==> src/rtl/keypad4x4_scan.sv <==
// 4x4 active-low matrix keypad scanner: row sweep, whole-sweep debounce,
// one-shot key events and a 32-bit hex digit entry shift register.
module keypad4x4_scan #(
  parameter int SCAN_DIV_BITS  = 15,
  parameter int DEBOUNCE_SCANS = 4
) (
  input  logic        clk,
  input  logic        rstn,
  input  logic [3:0]  i_col,
  input  logic        i_clear,
  output logic [3:0]  o_row,
  output logic [3:0]  o_key,
  output logic        o_key_valid,
  output logic        o_key_down,
  output logic [31:0] o_value
);

  typedef enum logic [1:0] {CL_NONE, CL_SINGLE, CL_MULTI} cls_e;
  typedef struct packed {
    cls_e       cls;
    logic [3:0] code;
  } res_t;
  typedef enum logic {IDLE, HELD} state_e;

  localparam logic [3:0] DEB = 4'(DEBOUNCE_SCANS);

  logic [3:0]               col_s1_q, col_s2_q;
  logic [SCAN_DIV_BITS-1:0] cnt_q;
  logic [1:0]               r_q;
  logic [2:0][3:0]          samp_q;
  res_t                     cand_q, res;
  logic [3:0]               stable_q, stable_d;
  state_e                   state_q;
  logic [3:0]               key_q;
  logic                     key_valid_q, key_down_q;
  logic [31:0]              value_q;

  logic tick, eos, deb_ok, accept, release_ok;

  assign tick  = &cnt_q;
  assign eos   = tick && (r_q == 2'd3);
  assign o_row = ~(4'b0001 << r_q);

  always_ff @(posedge clk or negedge rstn) begin
    if (!rstn) begin
      col_s1_q <= 4'hF;
      col_s2_q <= 4'hF;
      cnt_q    <= '0;
      r_q      <= 2'd0;
      samp_q   <= {3{4'hF}};
    end else begin
      col_s1_q <= i_col;
      col_s2_q <= col_s1_q;
      cnt_q    <= cnt_q + SCAN_DIV_BITS'(1);
      if (tick) begin
        if (r_q != 2'd3) samp_q[r_q] <= col_s2_q;
        r_q <= r_q + 2'd1;
      end
    end
  end

  // Flattened low-bit map: bit index row*4+col is exactly the key code.
  always_comb begin
    logic [15:0] low;
    logic [4:0]  n;
    logic [3:0]  idx;
    low = ~{col_s2_q, samp_q};
    n   = 5'd0;
    idx = 4'd0;
    for (int i = 0; i < 16; i++) begin
      if (low[i]) begin
        n   = n + 5'd1;
        idx = 4'(i);
      end
    end
    res.cls  = CL_NONE;
    res.code = 4'd0;
    if (n == 5'd1) begin
      res.cls  = CL_SINGLE;
      res.code = idx;
    end else if (n > 5'd1) begin
      res.cls  = CL_MULTI;
    end
  end

  always_comb begin
    stable_d = 4'd1;
    if (res == cand_q) stable_d = (stable_q >= DEB) ? DEB : stable_q + 4'd1;
  end

  assign deb_ok     = (stable_d == DEB);
  assign accept     = eos && (state_q == IDLE) && (res.cls == CL_SINGLE) && deb_ok;
  assign release_ok = eos && (state_q == HELD) && (res.cls == CL_NONE) && deb_ok;

  always_ff @(posedge clk or negedge rstn) begin
    if (!rstn) begin
      cand_q      <= '{cls: CL_NONE, code: 4'd0};
      stable_q    <= 4'd0;
      state_q     <= IDLE;
      key_q       <= 4'd0;
      key_valid_q <= 1'b0;
      key_down_q  <= 1'b0;
      value_q     <= 32'd0;
    end else begin
      key_valid_q <= 1'b0;
      if (eos) begin
        cand_q   <= res;
        stable_q <= stable_d;
      end
      if (accept) begin
        state_q     <= HELD;
        key_q       <= res.code;
        key_valid_q <= 1'b1;
        key_down_q  <= 1'b1;
      end else if (release_ok) begin
        state_q    <= IDLE;
        key_down_q <= 1'b0;
      end
      // Clear has priority over shifting in a freshly accepted digit.
      if (i_clear)     value_q <= 32'd0;
      else if (accept) value_q <= {value_q[27:0], res.code};
    end
  end

  assign o_key       = key_q;
  assign o_key_valid = key_valid_q;
  assign o_key_down  = key_down_q;
  assign o_value     = value_q;

endmodule
==> config.mk <==
export PLATFORM = sky130hd
export DESIGN_NAME = keypad4x4_scan
export DESIGN_NICKNAME = d
export VERILOG_FILES = /design/src/rtl/keypad4x4_scan.sv
export SDC_FILE = /design/constraint.sdc
export NUM_CORES = 1
export LEC_CHECK = 0
export CAP_MARGIN = 20
export CELL_PAD_IN_SITES_DETAIL_PLACEMENT = 0
export CELL_PAD_IN_SITES_GLOBAL_PLACEMENT = 1
export CORE_MARGIN = 3
export CORE_UTILIZATION = 30
export CTS_CLUSTER_DIAMETER = 40
export DETAILED_ROUTE_END_ITERATION = 12
export GPL_TIMING_DRIVEN = 1
export PLACE_DENSITY = 0.55
export SYNTH_ARGS = -nofsm -noshare
export SYNTH_HDL_FRONTEND = slang
export SYNTH_SLANG_ARGS = --single-unit
==> constraint.sdc <==
create_clock -name clk -period 11.23 [get_ports clk]
set_input_delay 1.123 -clock clk [delete_from_list [all_inputs] [get_ports clk]]
set_output_delay 1.123 -clock clk [all_outputs]
set_load 0.02 [all_outputs]
==> out/metrics.yaml <==
place:
  hpwlAfterDp_um: 11000
  post-place-cells: 952
  postPlaceCellArea_sq_um: 6590
  place_congestion: 0.825
  io_buffers: 48
yosys:
  ys_async_sr_fraction_pct: 100
  synthSimpleGateAreaFrac_pct: 19.4
  synth_mux_area_share_pct: 2.54
  synthXorXnorAreaFrac_pct: 11.9
  yosysTopAreaCellShare_pct: 27.5
  synth_seq_cells: 85
  synth_top_area_cell: "dfrtp_1"
  avgSynthCellArea_sq_um: 8.75
  synth.most_common_cell: "dfrtp_1"
  synth_edf_count: 0
  synth.distinct_cells: 77
  netlist_top_cells_area: "dfrtp_1, dfstp_2, xnor2_1"
  synth_top_flop_cell: "dfrtp_1"
  synthCells: 675
  syn_nets: 704
  synthAdderAreaFrac_pct: 4.83
  synth_top_family_by_area: "compound AO/OA/AOI/OAI gates"
  ys_top_cells_by_count: "dfrtp_1, nand2_1, a21oi_1, nand3_1, xnor2_1"
  netlist_area_sq_um: 5910
  ys_seq_area_share_pct: 36.4
  synth_warnings: 0
  synth-compound-area-share_pct: 19.7
power:
  ir_drop_v: 0.0000816
  powerDensity_nw_per_um2: 92.5
  leakage_nw: 2.80
clock_network:
  clk_path_buf_depth: 2
  htreeDepth: 3
  clk_pin_slew_ps: 60
  clk_latency_ps: 330
  hold_buffers: 0
  cts_inserted_buffers: 9
  cts-resized-gates: 0
  cts_tree: "built"
  cts_sinks: 85
  postCtsSetupRepairBufs: 0
  cts-root-buf: "clkbuf_16"
timing:
  holdWs_ps: 355
  fmax_ghz: 0.0960
  finalSetupViolations: 0
  rsz0062_at_grt: "false"
  slew_viol_final: 0
  fin_crit_sh_pct: 92.7
  finalHoldViolCount: 0
  min_period_ps: 10420
  fin_setup_tns_ps: 0
  fin_skew_ps: 5.04
  tightest_slew_ps: 733
  slew_headroom_pct: 50.7
critical_path:
  required_ps: 11480
  slowest_delay_ps: 660
  endpoint_kind: "flop"
  worstPathArrival_ps: 10670
  cp_top_family: "simple AND/OR/NAND/NOR gates"
  reg2reg_depth: 46
  cpMostUsedCell: "ha_1"
  crit_cells: 46
  worstPathMaxFanout: 16
  worst_setup_path_start_kind: "flop"
  crit_buf_inv: 5
  crit_type: "reg -> reg"
  crit_slowest_cell: "and3_1"
cells_and_area:
  stdcell_area_sq_um: 6990
  fin_util_pct: 36.8
  diodes: 0
  area_growth_pct: 18.3
  instances_no_fill: 970
  final_nets: 734
  drive_above_1_share_pct: 9.86
  fillers: 1971
route:
  wire_per_inst_um: 15.5
  first_pass_iters: 4
  drc: 0
  viasPerCell: 5.13
  antenna_left: 0
  drtIter0Drc: 239
  vias: 4974
  drt_wl_total_um: 15100
hold_path:
  whs_path_depth: 0
  hp-class: "reg -> reg"
global_route:
  grt_max_degree: 86
  grt.overflow.total: 0
  grt.total_usage_pct: 14.1
  met1_usage_pct: 19.1
  grt_util_met3_pct: 2.14
  antenna_found_initial: 0
  grt_pass1_wl_um: 25200
  met2_usage_pct: 23.6
  grt_pass1_vias: 4985
  top_usage_layer: "met2"
floorplanning:
  core_sq_um: 19000
  initial_core_util_pct: 31.1
  ios: 49
  die-area_sq_um: 21400
  die_h_um: 146
  num_rows: 50
  die_w_um: 146
status:
  status: "finished, final reports clean"
flow_run:
  drv_cap: 0
power breakdown:
group          total, mW  internal [mW]  leakage, nW  switching, mW
Clock              0.301          0.185        0.150          0.116
Combinational     0.0343         0.0121         1.55         0.0222
Sequential         0.312          0.309         1.10        0.00294
Total              0.647          0.506         2.80          0.141
registers in the layout (all words and copies together), names as in the netlist:
signal / count
o_value: 32
cnt_q: 15
samp_q: 12
cand_q: 6
col_s1_q: 4
col_s2_q: 4
o_key: 4
stable_q: 4
r_q: 2
o_key_down: 1
o_key_valid: 1
final timing paths:
| kind | start | end | slack (ps) |
|---|---|---|---|
| setup reg to reg | samp_q[0] | o_value[11] | 810 |
| min in group asynchronous | rstn | o_value[16] | 720 |
| max in group asynchronous | rstn | samp_q[4] | 9830 |
| setup / recovery | samp_q[0] | o_value[11] | 810 |
| hold / removal | col_s1_q[2] | col_s2_q[2] | 350 |
| hold reg to reg | col_s1_q[2] | col_s2_q[2] | 350 |
per-layer routing:
metal	routed length, um	part of all wire, %	vias up
li1	-	-	2468
met1	7210	48	2432
met2	7360	49	68
met3	413	2.7	6
met4	89	0.59	0
met5	0	0	-
cell usage in the layout, fill, tap and decap left out, drive strengths merged, types with 7 or more instances in the layout:
master         Yosys  routed
o21ai             66      66
o21a               7       7
nor2              38      38
ha                22      22
and3              15      15
xor2              11      11
nor3              19      19
a21oi             52      52
inv               40      40
dfrtp             65      65
mux2               8       8
dfstp             20      20
nor2b             14      14
nand2             59      59
nand3             47      47
clkbuf            22      13
buf               13       7
clkdlybuf4s50      0      47
xnor2             45      45
a211oi             7       7
metrics by stage:
step	worst slack (ps)	power, mW
final	815	0.647
after global routing	6.66	0.676
after CTS	651	0.656
after detailed placement	694	0.349
after global placement	865	0.348
after floorplan	2020	0.335
final cells by class:
cell class                      instances  area (sq um)  area share (%)
Clock buffer                           13           260            3.72
Clock inverter                          3          43.8           0.626
Inverter                               40           150            2.15
Multi-Input combinational cell        515          3500            50.0
Sequential cell                        85          2150            30.8
Tap cell                              260           325            4.65
Timing Repair Buffer                   54           563            8.05
cell families after synthesis:
group / Yosys count
muxes: 14
adders and majority gates: 23
and+or+nand+nor: 228
xor gates and xnor gates: 64
AOI/OAI and AO/OA: 186
DFF: 85
buffers and inverters: 75
No activity file was read; power rests on OpenSTA's default activity.
